### src/rtl/tick_scheduler.sv
`default_nettype none
// ============================================================================
//  Module      : tick_scheduler
//  Description : Multi-channel periodic event scheduler. Expired channels are
//                queued as pending flags and offered one at a time over a
//                valid/ready handshake, with round-robin arbitration.
//                Optional: TICK_SCHED_OVERRUN_EN enables sticky overrun flags.
//  Revision    : 1.0 - initial release
// ============================================================================
module tick_scheduler #(
    parameter int  NCH = 4,
    parameter int  PW  = 8,
    localparam int CW  = $clog2(NCH)
) (
    input  logic           clk,
    input  logic           rst,
    input  logic           tick,
    input  logic [NCH-1:0] ch_en,
    input  logic           cfg_we,
    input  logic [CW-1:0]  cfg_ch,
    input  logic [PW-1:0]  cfg_period,
    output logic           evt_valid,
    output logic [CW-1:0]  evt_ch,
    input  logic           evt_ready,
    output logic [NCH-1:0] pending,
    output logic [NCH-1:0] overrun
);

    typedef enum logic [0:0] {
        S_IDLE  = 1'b0,
        S_OFFER = 1'b1
    } state_t;

    state_t          r_state;
    logic [PW-1:0]   r_period [NCH];
    logic [PW-1:0]   r_cnt    [NCH];
    logic [NCH-1:0]  r_pending;
    logic [CW-1:0]   r_rr_ptr;
    logic            r_evt_valid;
    logic [CW-1:0]   r_evt_ch;

    logic [NCH-1:0]  w_cfg;
    logic [NCH-1:0]  w_acc;
    logic [NCH-1:0]  w_expire;
    logic            w_any;
    logic [CW-1:0]   w_sel;

    // A configuration write on a channel masks any same-cycle expiry there.
    always_comb begin
        w_cfg    = '0;
        w_acc    = '0;
        w_expire = '0;
        for (int i = 0; i < NCH; i++) begin
            w_cfg[i]    = cfg_we && (cfg_ch == CW'(i));
            w_acc[i]    = r_evt_valid && evt_ready && (r_evt_ch == CW'(i));
            w_expire[i] = tick && ch_en[i] && (r_period[i] != '0) &&
                          (r_cnt[i] == PW'(1)) && !w_cfg[i];
        end
    end

    // Circular scan from the round-robin pointer; lowest offset wins.
    always_comb begin
        logic [CW:0] v_sum;
        v_sum = '0;
        w_any = 1'b0;
        w_sel = '0;
        for (int k = NCH - 1; k >= 0; k--) begin
            v_sum = {1'b0, r_rr_ptr} + (CW+1)'(k);
            if (v_sum >= (CW+1)'(NCH))
                v_sum = v_sum - (CW+1)'(NCH);
            if (r_pending[v_sum[CW-1:0]]) begin
                w_any = 1'b1;
                w_sel = v_sum[CW-1:0];
            end
        end
    end

    always_ff @(posedge clk) begin
        if (rst) begin
            for (int i = 0; i < NCH; i++) begin
                r_period[i] <= '0;
                r_cnt[i]    <= '0;
            end
            r_pending   <= '0;
            r_rr_ptr    <= '0;
            r_evt_valid <= 1'b0;
            r_evt_ch    <= '0;
            r_state     <= S_IDLE;
        end else begin
            for (int i = 0; i < NCH; i++) begin
                if (w_cfg[i]) begin
                    r_period[i]  <= cfg_period;
                    r_cnt[i]     <= cfg_period;
                    r_pending[i] <= 1'b0;
                end else if (!ch_en[i]) begin
                    r_cnt[i]     <= r_period[i];
                    r_pending[i] <= 1'b0;
                end else begin
                    if (tick && (r_period[i] != '0))
                        r_cnt[i] <= (r_cnt[i] == PW'(1)) ? r_period[i]
                                                         : r_cnt[i] - PW'(1);
                    r_pending[i] <= w_expire[i] || (r_pending[i] && !w_acc[i]);
                end
            end

            // An offer is held until accepted, whatever happens to its channel.
            case (r_state)
                S_IDLE: begin
                    if (w_any) begin
                        r_evt_ch    <= w_sel;
                        r_evt_valid <= 1'b1;
                        r_state     <= S_OFFER;
                    end
                end
                S_OFFER: begin
                    if (evt_ready) begin
                        r_evt_valid <= 1'b0;
                        r_rr_ptr    <= (r_evt_ch == CW'(NCH - 1)) ? '0
                                                                  : r_evt_ch + CW'(1);
                        r_state     <= S_IDLE;
                    end
                end
                default: r_state <= S_IDLE;
            endcase
        end
    end

`ifdef TICK_SCHED_OVERRUN_EN
    logic [NCH-1:0] r_overrun;

    always_ff @(posedge clk) begin
        if (rst) begin
            r_overrun <= '0;
        end else begin
            for (int i = 0; i < NCH; i++) begin
                if (w_cfg[i])
                    r_overrun[i] <= 1'b0;
                else if (w_expire[i] && r_pending[i] && !w_acc[i])
                    r_overrun[i] <= 1'b1;
            end
        end
    end

    assign overrun = r_overrun;
`else
    assign overrun = '0;
`endif

    assign evt_valid = r_evt_valid;
    assign evt_ch    = r_evt_ch;
    assign pending   = r_pending;

endmodule
`default_nettype wire

### config.mk
export PLATFORM = sky130hd
export DESIGN_NAME = tick_scheduler
export DESIGN_NICKNAME = d
export VERILOG_FILES = /design/src/rtl/tick_scheduler.sv
export SDC_FILE = /design/constraint.sdc
export NUM_CORES = 1
export LEC_CHECK = 0
export CAP_MARGIN = 15
export CELL_PAD_IN_SITES_DETAIL_PLACEMENT = 0
export CELL_PAD_IN_SITES_GLOBAL_PLACEMENT = 2
export CORE_MARGIN = 2
export CORE_UTILIZATION = 42
export CTS_CLUSTER_DIAMETER = 80
export DETAILED_ROUTE_END_ITERATION = 7
export GPL_TIMING_DRIVEN = 0
export MAX_ROUTING_LAYER = met4
export PLACE_DENSITY = 0.89
export SYNTH_ARGS = -nofsm -noshare
export SYNTH_HDL_FRONTEND = slang
export SYNTH_SLANG_ARGS = --single-unit
### constraint.sdc
create_clock -name clk -period 4.4 [get_ports clk]
set_clock_uncertainty 0.1 [all_clocks]
set_input_delay 0.88 -clock clk [delete_from_list [all_inputs] [get_ports clk]]
set_output_delay 0.88 -clock clk [all_outputs]
set_load 0.01 [all_outputs]
* Yosys cells after proc, flatten, opt, wreduce, memory -nomap -nowiden *
Memory sizes are Yosys's and may differ from the RTL's.
Index checks and enable logic that the tools add are counted.
W data, S select, Z words.

operators by class
  add/subtract/negate cells = 12
  $mul = 0
  div/mod/pow operators = 0
  $lt $le $gt $ge = 8
  equal/unequal tests = 12
  shift operators = 0
  muxes and demuxes = 97
  bitwise logic cells = 21
  reductions and logical operators = 58

operator list
  operator               count
  $mux W8                20
  $mux W1                62
  $logic_and A1 B1 Y1    33
  $eq A8 B1 Y1 const B   4
  $reduce_bool A8 Y1     4
  $sub A8 B1 Y8 const B  4
  $mux W2                9
  $or A1 B1 Y1           16
  $lt A2 B3 Y1 const B   4
  $reduce_or A3 Y1       4
  $ge A3 B3 Y1 const B   3
  $bmux W1 S2            4
  $eq A2 B2 Y1 const B   4
  $logic_not A1 Y1       8
  $sub A2 B1 Y2 const B  4
  $add A2 B2 Y3 const B  2
  $reduce_and A2 Y1      3
  $not A1 Y1             5
  $eq A2 B1 Y1 const B   2
  $logic_not A2 Y1       2
  $logic_or A1 B1 Y1     4
  $ne A2 B2 Y1 const B   2
  $pmux W1 S2            2
  $add A2 B1 Y3 const B  1
  2 further kinds        2

word-level totals
  flip-flop bits (word level) = 10
  bits in latches = 0
  RAM bits = 64
  ROM bits = 0
  output and inout port bits = 11
  memories = 2

memory list
  memory    depth  bits a word  rd ports  clocked after memory_dff  write ports  RTL line  text
  r_cnt     4      8            4         0                         4            36        logic [PW-1:0] r_cnt [NCH];
  r_period  4      8            4         0                         4            35        logic [PW-1:0] r_period [NCH];

* Longest topological paths before layout *
Gate-level depths: netlist (run 1).

  word-level depth = 11
  depth in mapped cells = 8

* Least setup slack after synthesis (run 1) *
OpenSTA, ideal clock, no wires.

  path type = in2reg
  start = input port rst
  end = memory r_period[2][0] (enable)
  setup time = 0.334 ns
  arrival time = 1.943 ns
  data required time = 3.966 ns
  path slack = 2.023 ns
  stages = 4
  path buffers = 3
  path through = clkbuf_1 -> clkbuf_1 -> clkbuf_1 -> nand2b_1

RTL lines
  item             RTL line  text
  start, declared  16        input logic rst,
  end, declared    35

==> impl_results.md, run 1 <==
- Max clock buf depth: 2
- Drt drc: 0
- Vias in the first global route: 3343
- Critical Path AT: 2.94 ns
- Buffers on Ports: 23
- Initial antenna violation count: 0
- Root Buffer: clkbuf_8
- GRT Total Usage: 20.4%
- # Post-CTS Setup Buffers: 0
- CTS clk-pin slew, worst paths: 0.08 ns
- Crit path kind: primary input to flop
- Clock power frac: 32.4%
- Final period util: 66.8%
- Die Ht: 107 um
- Multiplexer share of the synthesized area: 2.74%
- Pleak: 1.85 nW
- Fmax: 0.340 GHz
- Hold buffers post-CTS: 0
- Min cycle time layout: 2.94 ns
- Synth Area in XOR/XNOR: 3.17%
- Post-synth EDFFs: 64
- Synth Register Bits: 74
- Via density: 5.65
- Layout Nets: 499
- Power share of the combinational group: 17.4%
- Pin count of the biggest net entering global routing: 13
- Startpoint types: primary input
- Fin util: 49.1%
- Fraction of layout cells with a size suffix above 1: 11.0%
- Final WL: 10.7 mm
- Critical path's slowest cell: nor3_1
- Final Power: 1.76 mW
- Sequential power share: 50.2%
- Routed WL per cell: 17.6 um
- Unrepaired setup endpoints after global routing: false
- Sw Ratio: 27.0%
- Yosys warning count: 0
- Post-Synth Adder-Cell Area: 3.39%
- Total negative slack: 0 ns
- Post-route ant nets: 0
- Die area: 11400 um^2
- Post-synth top flop: edfxtp_1
- Core box area: 10300 um^2
- Final hold viol count: 0
- PnR worst setup slack: 1.46 ns
- H-tree Lvls: 3
- Critical Path Fanout Max: 7
- Fill count: 992
- Clk sinks: 74
- Gate Count Post-Synth: 431
- Mapped cell area: 4420 um^2
- Worst path required time: 4.40 ns
- Net Sw Power: 0.475 mW
- Worst-margin pin slew: 0.839 ns
- Post-CTS sizing: 0
- Max_slew headroom: 43.6%
- P per Cell Area: 348 nW/um^2
- CP endpoint kind: flop
- CTS tree: yes
- GRT overflow: 0
- Pre-antenna DRT Iters: 4
- Die Width: 107 um
- Antenna cells: 0
- Via count: 3439
- I/O pin total: 30
- CP max stage delay: 0.65 ns
- Number of max-cap violations: 0
- Synthesis-to-finish area growth: 14.0%
- First-pass GRT wire length: 17.3 mm
- Starting DRC count in detailed routing: 248
- Synth unique cells: 67
- TritonCTS buffer count: 9
- Final setup viols: 0
- Final Max Tran Viols: 0
- Sequential share of the synthesized area: 48.0%
- Compound-cell area share of the yosys netlist: 16.5%
- Worst-Skew Late Latency: 0.34 ns
- Initial Util: 43.0%
- Main combinational cell family by area after synthesis: simple AND/OR/NAND/NOR gates
- Dpl ws: 1.12 ns
- Post-Syn Area per Cell: 10.3 um^2
- CP delay by family, top: simple AND/OR/NAND/NOR gates
- Hold/Removal Path Class: flop to flop
- GP Congestion: 0.819
- Hpwl dp: 7.79 mm
- Internal: 1.28 mW
- Run status: complete, no violations
- Maximum vdd ir drop: 0.000157 V
- Synth Area in Simple Gates: 22.3%
- Crit-path cells: clkdlybuf4s50_1 -> and3b_1 -> nor3_1 -> a31oi_1 -> o32a_1
- Synth async-reset ratio: 0%
- WP buf/inv: 1
- Site Rows: 37
## cell families after synthesis
group,after synthesis
other cells,1
flops,74
buf+inv,36
simple gates,182
mux,11
xor+xnor,16
compound gates,99
fa+ha+maj,12
## cell type report
| class | instances | area (um^2) | area share [%] |
|---|---|---|---|
| inverters | 23 | 86.3 | 1.71 |
| clock inverters | 6 | 81.3 | 1.61 |
| clock buffers | 10 | 128 | 2.53 |
| flip-flops and latches | 74 | 2120 | 42.1 |
| multi-input cells | 324 | 2140 | 42.5 |
| plain buffers | 13 | 82.6 | 1.64 |
| well taps | 136 | 170 | 3.37 |
| repair buffers | 23 | 230 | 4.56 |
## per-layer routing
| metal | part of all wire [%] | wire length [um] | track usage (%) | up-vias |
|---|---|---|---|---|
| met5 | 0 | 0 | - | - |
| met4 | 2.2 | 239 | 7.88 | 0 |
| met3 | 5.6 | 603 | 3.34 | 19 |
| met2 | 45 | 4820 | 29.9 | 99 |
| met1 | 47 | 5060 | 28.4 | 1640 |
| li1 | - | - | - | 1681 |
## registers in the layout, summed over array words and instances (netlist names)
| name | cells |
|---|---|
| r_state | 1 |
| r_rr_ptr | 2 |
| r_period | 32 |
| r_cnt | 32 |
| pending | 4 |
| evt_valid | 1 |
| evt_ch | 2 |
## worst register-to-register path, cell delays in order (launching register included)
cell and delay, ns:
edfxtp_1 0.46, inv_1 0.13, ha_1 0.19, or2b_1 0.26
or4_4 0.52, buf_6 0.17, nand2_2 0.06, o21ai_2 0.05
a221oi_2 0.25
## cells in the mapped netlist, types with 6 or more instances
cell	instances	area [um^2]
nand3_1	9	45.0
nor3_1	14	70.1
nor2_1	24	90.1
a221o_1	7	70.1
inv_1	23	86.3
edfxtp_1	64	1920
a21oi_1	31	155
nor4_1	8	50.1
ha_1	12	150
xnor2_1	12	105
nand2_1	51	191
dfxtp_1	10	200
a221oi_1	6	52.6
mux2_2	9	101
and2_1	30	188
## per-stage QoR
stage	hold WS (ns)	std cells	instance area, um^2
after detailed placement	0.407	593	4840
after CTS	0.417	609	5040
after global placement	0.405	593	4840
final	0.426	609	5040
after global routing	0.450	609	5040
after floorplan	0.375	434	4440
## power by group through the flow
stage	registers [mW]	clock network (mW)	logic [mW]
after floorplan	0.880	0	0.226
after global placement	0.895	0	0.301
after detailed placement	0.897	0	0.305
after CTS	0.881	0.578	0.308
after global routing	0.891	0.608	0.343
final	0.882	0.569	0.306
## placed cells by master (no fill, tap or decap), types with 7 or more instances in the layout
cell type and instances:
edfxtp_1 64, nand2_1 51, a21oi_1 31, and2_1 30, nor2_1 24, inv_1 23
clkdlybuf4s50_1 23, nor3_1 14, xnor2_1 12, ha_1 12, dfxtp_1 10, nand3_1 9
mux2_2 9, clkbuf_8 9, nor4_1 8, a221o_1 7
## path summary, 6_finish.rpt
check / start / depth (start not counted) / slack, ns / to
setup / recovery: cfg_ch[1] / 5 / 1.46 / r_cnt[1][3]$_SDFFCE_PN0P_
hold / removal: r_state$_SDFF_PP0_ / 2 / 0.43 / r_rr_ptr[1]$_SDFFE_PP0P_
setup reg to reg: r_cnt[0][1]$_SDFFCE_PN0P_ / 8 / 2.06 / r_cnt[0][3]$_SDFFCE_PN0P_
hold reg to reg: r_state$_SDFF_PP0_ / 2 / 0.43 / r_rr_ptr[1]$_SDFFE_PP0P_
No activity file was read; power rests on OpenSTA's default activity.
==> run 2: changes to the inputs <==
- CORE_UTILIZATION: 42 -> 35
- PLACE_DENSITY: 0.89 -> 0.8
- clock period: 4.4 -> 2.51 ns (I/O delays scaled with it)
==> impl_results.md, run 2 (same netlist as run 1, synthesis figures left out) <==
- Run status: complete, no violations
- Hold buffers post-CTS: 0 (unchanged)
- Hpwl dp: 8.08 mm (+3.6%)
- I/O pin total: 30 (unchanged)
- Startpoint types: primary input
- Most common cell after layout, fill and taps aside: edfxtp_1
- Number of max-cap violations: 0 (unchanged)
- Antenna cells: 0 (unchanged)
- GP Congestion: 0.806 (-1.6%)
- Pin count of the biggest net entering global routing: 14 (+1)
- GRT overflow: 0 (unchanged)
- H-tree Lvls: 3 (unchanged)
- Clock power frac: 40.0% (+7.6 points)
- Final hold viol count: 0 (unchanged)
- Maximum vdd ir drop: 0.000346 V (+120%)
- Die area: 13600 um^2 (+19%)
- Final Max Tran Viols: 0 (unchanged)
- Die Ht: 116 um (+9.2%)
- Layout Nets: 499 (unchanged)
- Worst path required time: 2.56 ns (-1.84 ns)
- Via count: 3411 (-0.81%)
- Fill count: 1207 (+22%)
- Final setup viols: 0 (unchanged)
- Pleak: 1.90 nW (+2.7%)
- Fraction of layout cells with a size suffix above 1: 12.1% (+1.1 points)
- Clk sinks: 74 (unchanged)
- Critical Path AT: 2.47 ns (-0.47 ns)
- Net Sw Power: 0.915 mW (+93%)
- CTS clk-pin slew, worst paths: 0.06 ns (-0.02 ns)
- Initial Util: 35.5% (-7.6 points)
- Synthesis-to-finish area growth: 17.6%
- Commonest cells after routing, fill and taps aside: edfxtp_1 (64), nand2_1 (51), a21oi_1 (31), and2_1 (30)
- Via density: 5.29 (-6.4%)
- Worst-margin pin slew: 0.788 ns (-0.0513 ns)
- Sequential power share: 44.5% (-5.7 points)
- GRT Total Usage: 18.2% (-2.2 points)
- Min cycle time layout: 2.41 ns
- Fin util: 41.8% (-7.3 points)
- Vias in the first global route: 3285 (-1.7%)
- Register area: 2120 um^2 (unchanged)
- Crit path kind: primary input to flop
- Area after DPL: 4880 um^2 (+0.93%)
- First-pass GRT wire length: 17.9 mm (+3.8%)
- Worst-Skew Late Latency: 0.34 ns (about the same)
- Critical Path Fanout Max: 7 (unchanged)
- Site Rows: 41 (+11%)
- Multi-input gate area: 2150 um^2 (+0.35%)
- Power share of the combinational group: 15.5% (-1.9 points)
- Buffers on Ports: 23 (unchanged)
- Total negative slack: 0 ns (unchanged)
- Layout Cells excl Fill: 645 (+5.9%)
- CP endpoint kind: flop
- Final period util: 96.2%
- Drt drc: 0 (unchanged)
- Max_slew headroom: 47.1% (+3.4 points)
- Pre-antenna DRT Iters: 4 (unchanged)
- Routed WL per cell: 17.3 um (-1.6%)
- Fmax: 0.414 GHz
- Max clock buf depth: 2 (unchanged)
- Hold WS: 0.422 ns (-0.00369 ns)
- Hold/Removal Path Class: flop to flop
- Unrepaired setup endpoints after global routing: false
- TritonCTS buffer count: 9 (unchanged)
- Initial antenna violation count: 0 (unchanged)
- Core box area: 12500 um^2 (+21%)
- Starting DRC count in detailed routing: 209 (-16%)
- Internal: 2.57 mW (+100%)
- Post-Place Cells: 629 (+6.1%)
- Final Cell Area: 5200 um^2 (+3.2%)
- Post-route ant nets: 0 (unchanged)
- Root Buffer: clkbuf_16
- CTS tree: yes
- Die Width: 116 um (+9.2%)
- Final WL: 11.2 mm (+4.2%)
- P per Cell Area: 669 nW/um^2 (+92%)
- Sw Ratio: 26.3% (-0.72 points)
[run 2: cell types whose count changed in the layout (fill, tap and decap cells not counted), moves of 2 or more]
| cell | delta |
|---|---|
| clkinv_1 | -2 |
| clkinv_2 | +2 |
| clkbuf_8 | -9 |
| clkbuf_16 | +9 |
[run 2: through the flow]
stage / setup WS (ns) / power (mW)
2_1_floorplan: 0.353 / 1.94
3_3_place_gp: -0.438 / 2.10
3_5_place_dp: -0.427 / 2.11
4_1_cts: 0.129 / 3.50
5_1_grt: 0.000123 / 3.63
6_report: 0.0954 / 3.48
[run 2: area by class of cell]
class | count | area share (%)
multi-input cells | 324 | 41.3
flip-flops and latches | 74 | 40.8
repair buffers | 23 | 4.42
clock buffers | 9 | 4.33
well taps | 172 | 4.13
clock inverters | 7 | 1.75
inverters | 23 | 1.66
plain buffers | 13 | 1.59
[run 2: path summary, 6_finish.rpt]
kind / start / to / slack, ns / cells past startpoint
min reg2reg: r_state$_SDFF_PP0_ / r_rr_ptr[1]$_SDFFE_PP0P_ / 0.42 / 2
min: r_state$_SDFF_PP0_ / r_rr_ptr[1]$_SDFFE_PP0P_ / 0.42 / 2
max: cfg_ch[1] / r_cnt[1][1]$_SDFFCE_PN0P_ / 0.1 / 6
max reg2reg: r_cnt[0][1]$_SDFFCE_PN0P_ / r_cnt[0][3]$_SDFFCE_PN0P_ / 0.16 / 8
[run 2: power groups by stage]
stage / clock, mW / combinational, mW / sequential, mW
3_3_place_gp: 0 / 0.533 / 1.57
3_5_place_dp: 0 / 0.539 / 1.57
6_report: 1.39 / 0.541 / 1.55
4_1_cts: 1.41 / 0.544 / 1.55
5_1_grt: 1.46 / 0.606 / 1.56
2_1_floorplan: 0 / 0.395 / 1.54
[run 2: worst max-delay path, cell delays in order]
cell and delay [ns]:
clkdlybuf4s50_1 0.54, and3b_1 0.33, and3b_1 0.22, a31oi_1 0.54, nor2_1 0.08, a221oi_1 0.24
[run 2: layer usage]
| metal | vias up | GRT usage, % | part of all wire (%) | wire length, um |
|---|---|---|---|---|
| li1 | 1689 | - | - | - |
| met1 | 1633 | 25.6 | 50 | 5570 |
| met2 | 76 | 26.2 | 44 | 4890 |
| met3 | 13 | 2.70 | 4.2 | 465 |
| met4 | 0 | 7.14 | 2.1 | 239 |
| met5 | - | - | 0 | 0 |
[run 2: what timing repair did]
item,4_1_cts,5_1_grt
setup endpoints to repair,8,0
buffers inserted,0,0
gates resized for setup,2,0
==> run 3: changes to the inputs <==
- CORE_UTILIZATION: 35 -> 36
- CTS_BUF_LIST: not set -> sky130_fd_sc_hd__clkbuf_8
- PLACE_DENSITY: 0.8 -> 0.82
- clock period: 2.51 -> 2.2 ns (I/O delays scaled with it)
==> impl_results.md, run 3 (same netlist as run 1, synthesis figures left out) <==
- GP Congestion: 0.793 (-1.6%)
- Pin count of the biggest net entering global routing: 13 (-1)
- Via count: 3509 (+2.9%)
- Met3 WL: 355 um (-24%)
- TritonCTS buffer count: 9 (unchanged)
- Core box area: 12000 um^2 (-3.6%)
- Multi-input gate area: 2270 um^2 (+5.4%)
- Worst path required time: 2.28 ns (-0.28 ns)
- Crit path kind: flop to flop
- Critical Path AT: 2.27 ns (-0.20 ns)
- Layout Cells excl Fill: 637 (-1.2%)
- Die area: 13200 um^2 (-2.7%)
- Number of max-cap violations: 0 (unchanged)
- Synthesis-to-finish area growth: 21.1%
- CP delay by family, top: simple AND/OR/NAND/NOR gates
- CP max stage delay: 0.46 ns (-0.08 ns)
- Die Ht: 115 um (-1.3%)
- Hpwl dp: 7.92 mm (-1.9%)
- Fmax: 0.457 GHz
- Die Width: 115 um (-1.3%)
- Routed WL per cell: 17.4 um (+0.57%)
- Starting DRC count in detailed routing: 207 (-0.96%)
- Hold depth: 3 (+1)
- Site Rows: 40 (-2.4%)
- Initial antenna violation count: 0 (unchanged)
- Fill count: 1134 (-6.0%)
- CTS clk-pin slew, worst paths: 0.08 ns (+0.02 ns)
- Max_slew headroom: 48.3% (+1.2 points)
- CTS tree: yes
- Layout Nets: 517 (+3.6%)
- Hold/Removal Path Class: primary input to flop
- Fin util: 44.6% (+2.9 points)
- Met2 routed wirelength: 5.11 mm (+4.5%)
- Final Cell Area: 5360 um^2 (+3.0%)
- Final Max Tran Viols: 0 (unchanged)
- Final period util: 99.5%
- Stages on worst setup path: 8 (+2)
- Startpoint types: flop
- Drt drc: 0 (unchanged)
- Most common cell after layout, fill and taps aside: edfxtp_1
- Fraction of layout cells with a size suffix above 1: 18.6% (+6.5 points)
- Commonest cells after routing, fill and taps aside: edfxtp_1 (64), nand2_1 (49), a21oi_1 (31), and2_1 (30), nor2_1 (23)
- Critical Path Fanout Max: 10 (+3)
- P per Cell Area: 692 nW/um^2 (+3.5%)
- Max clock buf depth: 2 (unchanged)
- Pre-antenna DRT Iters: 4 (unchanged)
- Final WL: 11.1 mm (-0.68%)
- Post-route ant nets: 0 (unchanged)
- Critical path's slowest cell: or4_4
- Post-Place Cells: 604 (-4.0%)
- Pleak: 2.00 nW (+5.0%)
- Worst-Skew Late Latency: 0.35 ns (about the same)
- Final setup viols: 0 (unchanged)
- Worst-margin pin slew: 0.775 ns (-0.0130 ns)
- Initial Util: 36.8% (+1.3 points)
- WP buf/inv: 2 (+1)
- Total negative slack: 0 ns (unchanged)
- Met1 wire length: 5.48 mm (-1.7%)
- Clk sinks: 74 (unchanged)
- Min cycle time layout: 2.19 ns
- GRT Total Usage: 17.8% (-0.39 points)
- Register area: 2120 um^2 (unchanged)
- H-tree Lvls: 3 (unchanged)
- Final hold viol count: 0 (unchanged)
- Antenna cells: 0 (unchanged)
- Vias in the first global route: 3307 (+0.67%)
- Crit-path cells: inv_2 -> ha_2 -> or2b_1 -> or4_4 -> buf_8 -> nand2_2 -> o21ai_2 -> a221oi_2
- Buffers on Ports: 23 (unchanged)
- Root Buffer: clkbuf_8
- Top layer in use: met4
- First-pass GRT wire length: 17.4 mm (-3.0%)
- Unrepaired setup endpoints after global routing: true
- Run status: complete, no violations
- Reg2reg path depth: 8 (unchanged)
- CP endpoint kind: flop
- Maximum vdd ir drop: 0.000318 V (-8.2%)
- GRT overflow: 0 (unchanged)
- Area after DPL: 4850 um^2 (-0.64%)
- I/O pin total: 30 (unchanged)
- Via density: 5.51 (+4.2%)
-- run 3: path summary, 6_finish.rpt --
| path | start | endpoint | slack (ns) |
|---|---|---|---|
| max | r_cnt[0][1]$_SDFFCE_PN0P_ | r_cnt[0][3]$_SDFFCE_PN0P_ | 0.01 |
| min | tick | pending[1]$_SDFF_PP0_ | 0.37 |
| max reg2reg | r_cnt[0][1]$_SDFFCE_PN0P_ | r_cnt[0][3]$_SDFFCE_PN0P_ | 0.01 |
| min reg2reg | r_state$_SDFF_PP0_ | r_rr_ptr[1]$_SDFFE_PP0P_ | 0.42 |
-- run 3: final cells by class --
| type | instances | share of cell area (%) |
|---|---|---|
| clock inverter | 6 | 1.98 |
| multi-input combinational | 325 | 42.3 |
| tap | 147 | 3.43 |
| inverter | 23 | 1.61 |
| timing repair buffer | 41 | 7.14 |
| buffer | 12 | 1.59 |
| clock buffer | 9 | 2.31 |
| sequential | 74 | 39.6 |
-- run 3: where the power goes --
part	switching, mW	internal (mW)
registers	0.105	1.66
clock network	0.521	0.742
logic	0.366	0.319
-- run 3: through the flow --
step	total power, mW	setup WS (ns)	hold WS [ns]
floorplan	2.21	0.0427	0.375
global placement	2.40	-0.703	0.410
detailed placement	2.41	-0.645	0.402
CTS	3.69	-0.00432	0.349
global route	3.87	-0.0761	0.411
finish	3.71	0.0119	0.368
-- run 3: worst min-delay path: stages --
cell     delay, ns
buf_2         0.18
nand4_1       0.10
a21oi_1       0.06
-- run 3: routing by layer --
metal  global-route usage, %  up-vias
met4                    6.99        0
met1                    24.4     1710
met5                       -        -
met3                    2.64       11
met2                    26.5       65
li1                        -     1723
-- run 3: repair_timing --
action,in CTS,in global routing
cloned,0,1
resized for setup,9,23
endpoints found under the setup margin,20,47
pin swaps,1,3
hold buffers,0,0
hold endpoints to repair,0,0
setup buffers,6,12
